===== src/rtl/alu_acc_ctrl.sv =====
// Command front end for the combinational ALU: accepts commands on a valid/ready
// handshake, drives x/y/op from registers and retires results into acc/fz/fc.
module alu_acc_ctrl #(
    parameter int WIDTH = 8,
    parameter int OPW   = 3
) (
    input  logic             clk_i,
    input  logic             rst_i,
    input  logic             cmd_valid_i,
    output logic             cmd_ready_o,
    input  logic [1:0]       cmd_type_i,
    input  logic [OPW-1:0]   cmd_op_i,
    input  logic [WIDTH-1:0] cmd_data_i,
    output logic [WIDTH-1:0] alu_x_o,
    output logic [WIDTH-1:0] alu_y_o,
    output logic [OPW-1:0]   alu_op_o,
    input  logic [WIDTH-1:0] alu_r_i,
    input  logic             alu_fz_i,
    input  logic             alu_fc_i,
    output logic [WIDTH-1:0] acc_o,
    output logic             fz_o,
    output logic             fc_o,
    output logic             done_o
);

    typedef enum logic [1:0] {
        ST_IDLE = 2'b00,
        ST_EXEC = 2'b01,
        ST_WB   = 2'b10
    } state_t;

    localparam logic [1:0] CMD_ALU  = 2'b00;
    localparam logic [1:0] CMD_LOAD = 2'b01;
    localparam logic [1:0] CMD_CMP  = 2'b10;
    localparam logic [1:0] CMD_CLRF = 2'b11;

    state_t             state_r;
    state_t             state_nxt_s;
    logic [1:0]         type_r;
    logic [OPW-1:0]     op_r;
    logic [WIDTH-1:0]   y_r;
    logic [WIDTH-1:0]   x_r;
    logic [WIDTH-1:0]   acc_r;
    logic               fz_r;
    logic               fc_r;
    logic               done_r;
    logic               ready_r;
    logic               accept_s;
    logic [WIDTH-1:0]   acc_nxt_s;
    logic               fz_nxt_s;
    logic               fc_nxt_s;

    // Next-state decode and per-type result selection at the end of EXEC.
    always_comb begin
        state_nxt_s = state_r;
        accept_s    = 1'b0;
        acc_nxt_s   = acc_r;
        fz_nxt_s    = fz_r;
        fc_nxt_s    = fc_r;
        case (state_r)
            ST_IDLE: begin
                if (cmd_valid_i && ready_r) begin
                    accept_s    = 1'b1;
                    state_nxt_s = ST_EXEC;
                end else begin
                    state_nxt_s = ST_IDLE;
                end
            end
            ST_EXEC: begin
                state_nxt_s = ST_WB;
                case (type_r)
                    CMD_ALU: begin
                        acc_nxt_s = alu_r_i;
                        fz_nxt_s  = alu_fz_i;
                        fc_nxt_s  = alu_fc_i;
                    end
                    CMD_LOAD: begin
                        acc_nxt_s = y_r;
                    end
                    CMD_CMP: begin
                        fz_nxt_s = alu_fz_i;
                        fc_nxt_s = alu_fc_i;
                    end
                    CMD_CLRF: begin
                        fz_nxt_s = 1'b0;
                        fc_nxt_s = 1'b0;
                    end
                    default: begin
                        acc_nxt_s = acc_r;
                    end
                endcase
            end
            ST_WB: begin
                state_nxt_s = ST_IDLE;
            end
            default: begin
                state_nxt_s = ST_IDLE;
            end
        endcase
    end

    // State, command latches and result registers; reset drops any in-flight command.
    always_ff @(posedge clk_i) begin
        if (rst_i) begin
            state_r <= ST_IDLE;
            type_r  <= 2'b00;
            op_r    <= {OPW{1'b0}};
            y_r     <= {WIDTH{1'b0}};
            x_r     <= {WIDTH{1'b0}};
            acc_r   <= {WIDTH{1'b0}};
            fz_r    <= 1'b0;
            fc_r    <= 1'b0;
            done_r  <= 1'b0;
            ready_r <= 1'b1;
        end else begin
            state_r <= state_nxt_s;
            ready_r <= (state_nxt_s == ST_IDLE);
            done_r  <= (state_nxt_s == ST_WB);
            acc_r   <= acc_nxt_s;
            fz_r    <= fz_nxt_s;
            fc_r    <= fc_nxt_s;
            if (accept_s) begin
                type_r <= cmd_type_i;
                op_r   <= cmd_op_i;
                y_r    <= cmd_data_i;
                // acc is final while idle, so a snapshot here equals acc during EXEC
                x_r    <= acc_r;
            end
        end
    end

    assign cmd_ready_o = ready_r;
    assign alu_x_o     = x_r;
    assign alu_y_o     = y_r;
    assign alu_op_o    = op_r;
    assign acc_o       = acc_r;
    assign fz_o        = fz_r;
    assign fc_o        = fc_r;
    assign done_o      = done_r;

endmodule

===== config.mk =====
export PLATFORM = sky130hd
export DESIGN_NAME = alu_acc_ctrl
export DESIGN_NICKNAME = d
export VERILOG_FILES = /design/src/rtl/alu_acc_ctrl.sv
export SDC_FILE = /design/constraint.sdc
export NUM_CORES = 1
export LEC_CHECK = 0
export CORE_UTILIZATION = 44
export CTS_CLUSTER_DIAMETER = 50
export DETAILED_ROUTE_END_ITERATION = 7
export PLACE_DENSITY = 0.84
export SLEW_MARGIN = 20
export SYNTH_ARGS = -nofsm -noshare
export SYNTH_HDL_FRONTEND = slang
export SYNTH_SLANG_ARGS = --single-unit

===== constraint.sdc =====
create_clock -name clk_i -period 2.7 [get_ports clk_i]
set_input_delay 0.54 -clock clk_i [delete_from_list [all_inputs] [get_ports clk_i]]
set_output_delay 0.54 -clock clk_i [all_outputs]
set_load 0.01 [all_outputs]

==> results.md <==
* Reg2reg start: state_r[0]$_SDFF_PP0_
* Most numerous cell in the Yosys netlist: nand2_1
* Final ANT Viol Nets at 0
* # clock sinks at 34
* Layout cell share with drive strength beyond 1 at 0.0644
* Flop pwr share at 0.533
* Starting Density at 0.466
* GR Layer Usage met1 at 0.199
* Largest net degree at the start of global routing at 35
* WP data arrival at 1400 ps
* Switching part of the total power at 0.267
* First-pass GRT wire length at 4950 um
* Worst vdd ir at 0.000392 V
* Asr flop ratio synth at 0
* H-tree levels at 2
* DIE HEIGHT at 56.1 um
* Final Hold Viols at 0
* Routability-driven placement congestion ratio at 0.754
* GRT overflow at 0
* DP Area at 0.00184 mm^2
* Worst path cell trace: clkdlybuf4s50_1
* M3 GR Usage at 0.0488
* Fillers at 207
* Io pins at 57
* CP top delay family: buffers and inverters
* Period minus WS final at 1940 ps
* Largest stage delay, worst path at 590 ps
* Vias in the first global route at 1,177
* Final instance area at 0.00190 mm^2
* Worst Setup SP: state_r[1]$_SDFF_PP0_
* Fmax achieved at 517 MHz
* Synth warn at 0
* HP Start: alu_x_o[1]$_SDFFE_PP0P_
* Worst endpoint required time at 2160 ps
* Vias/cell at 5.20
* Avg WL per Cell at 13.3 um
* Tot Pwr at 1.05 mW
* Cell taking the most area after synthesis: dfxtp_1
* CTS buffer count at 5
* Die Width at 56.1 um
* Clock Tree Buf Depth at 2
* Post-CTS sizing at 0
* # port buffers at 56
* Final setup violation count at 0
* Kind of critical path: reg -> out
* Buf+Inv Stages, Crit Path at 1
* Max Cap Violations at 0
* Crit end category: output pin
* Power density cells at 554 mW/mm^2
* Synth area leaders: dfxtp_1, nand2_1, a21oi_1, mux2i_1, a211oi_1
* NetSw at 0.281 mW
* Initial DRC count at 8
* Mean area per synthesized cell at 8.81 um^2
* Detailed placement HPWL at 2140 um
* # diodes at 0
* Post-Syn Instances at 146
* Initial antenna violation count at 0
* Clk root buf: clkbuf_4
* Slew Viols, Final at 0
* Critical path's slowest cell: clkdlybuf4s50_1
* Register area share after synthesis at 0.529
* DRC violations left at 0
* Cell count after placement at 225
* Worst skew pair latency at 330 ps
* Status: finished clean
* CTS tree: done
* Worst slew margin at 0.556
* Fin Setup TNS at 0 ps
* Synth Flop Type: dfxtp_1
* Unrepaired setup endpoints after global routing: no
* Placement Rows at 19
* Final Util at 0.691
* CP startpoint kind: register
* Nets@finish at 227
* Post-CTS setup repair buffer count at 0
* Post-synthesis cell area at 0.00129 mm^2
* Hold WC Path Type: reg -> reg
* Final worst path period share at 0.717
* Fin cells at 233
* Synth top area share at 0.529
* Via count at 1,212
* Total track usage at 0.206
* Clock share of power at 0.276
* Final wirelength at 3110 um
* P_leak at 0.664 nW
* Cts hold-fix bufs at 0
* Synthesized Nets at 172
* Number of enable flip-flop cells after synthesis at 0
* Seq cells post-synth at 34
* Clock-pin slew on the worst setup and hold paths at 100 ps
* Worst Clk Skew at 5.08 ps
* Area grow syn2layout at 48.1%
* Combinational power share at 0.191
* GRT busiest layer: met2
* Worst Tran Pin Value at 665 ps
* Total die area at 0.00314 mm^2
* Post-synth top cells: nand2_1, dfxtp_1, a21oi_1
* Met2 Track Usage GR at 0.393
* Post-synth cell types at 19
* Pre-antenna DRT Iters at 2
* Internal Power at 0.773 mW
* Max FO, Critical Path at 6
* Placeable Area at 0.00276 mm^2
flip-flops by register name, summed over array words and instances, names as in the netlist:
register and flops:
acc_o 8, fc_o 1, alu_x_o 8, type_r 2, fz_o 1, alu_op_o 3
state_r 2, alu_y_o 8, cmd_ready_o 1
through the flow:
step / setup slack, ps / hold WS (ps)
after global placement: 873 / 442
final: 765 / 458
after CTS: 747 / 463
after detailed placement: 814 / 449
after floorplan: 1450 / 481
after global routing: 705 / 485
cell usage in the layout, fill, tap and decap left out, drive strengths merged:
cell type	synthesis	layout
clkdlybuf4s50	0	56
nand2	44	44
dfxtp	34	34
a21oi	23	23
nor2	10	10
mux2i	8	8
a211oi	8	8
clkbuf	4	7
o21ai	2	2
buf	6	2
nor3b	2	2
nand4bb	1	1
and4bb	1	1
or2b	1	1
nor2b	1	1
a21o	1	1
clkinv	0	1
layout make-up:
class / instances / area (um^2) / share of cell area
Tap cell: 31 / 38.8 / 0.0204
Timing Repair Buffer: 58 / 576 / 0.302
Sequential cell: 34 / 681 / 0.357
Clock buffer: 7 / 55.1 / 0.0289
Multi-Input combinational cell: 102 / 549 / 0.288
Clock inverter: 1 / 5.00 / 0.00263
power groups by stage:
stage / clock, mW / combinational, mW / sequential, mW
floorplan: 0 / 0.0902 / 0.578
global placement: 0 / 0.197 / 0.571
detailed placement: 0 / 0.203 / 0.573
CTS: 0.298 / 0.204 / 0.562
global route: 0.319 / 0.219 / 0.566
finish: 0.291 / 0.202 / 0.562
cell families (layout without fill, tap and decap cells):
logic type,Yosys count,in the layout,share of synthesized area
multiplexers,8,8,0.0623
buffers and inverters,10,66,0.0438
AO/OA/AOI/OAI,34,34,0.158
AND/OR/NAND/NOR,60,60,0.207
flip-flops,34,34,0.529
metal layers:
metal | wire [um] | up-vias
li1 | - | 598
met1 | 1220 | 581
met2 | 1710 | 27
met3 | 124 | 6
met4 | 56 | 0
met5 | 0 | -
final timing paths:
check | slack, ps | cells past startpoint | end
min | 460 | 2 | alu_x_o[1]$_SDFFE_PP0P_
max reg2reg | 1280 | 3 | acc_o[3]$_SDFFE_PP0P_
max | 760 | 1 | done_o
min reg2reg | 460 | 2 | alu_x_o[1]$_SDFFE_PP0P_
No activity file was read; power rests on OpenSTA's default activity.
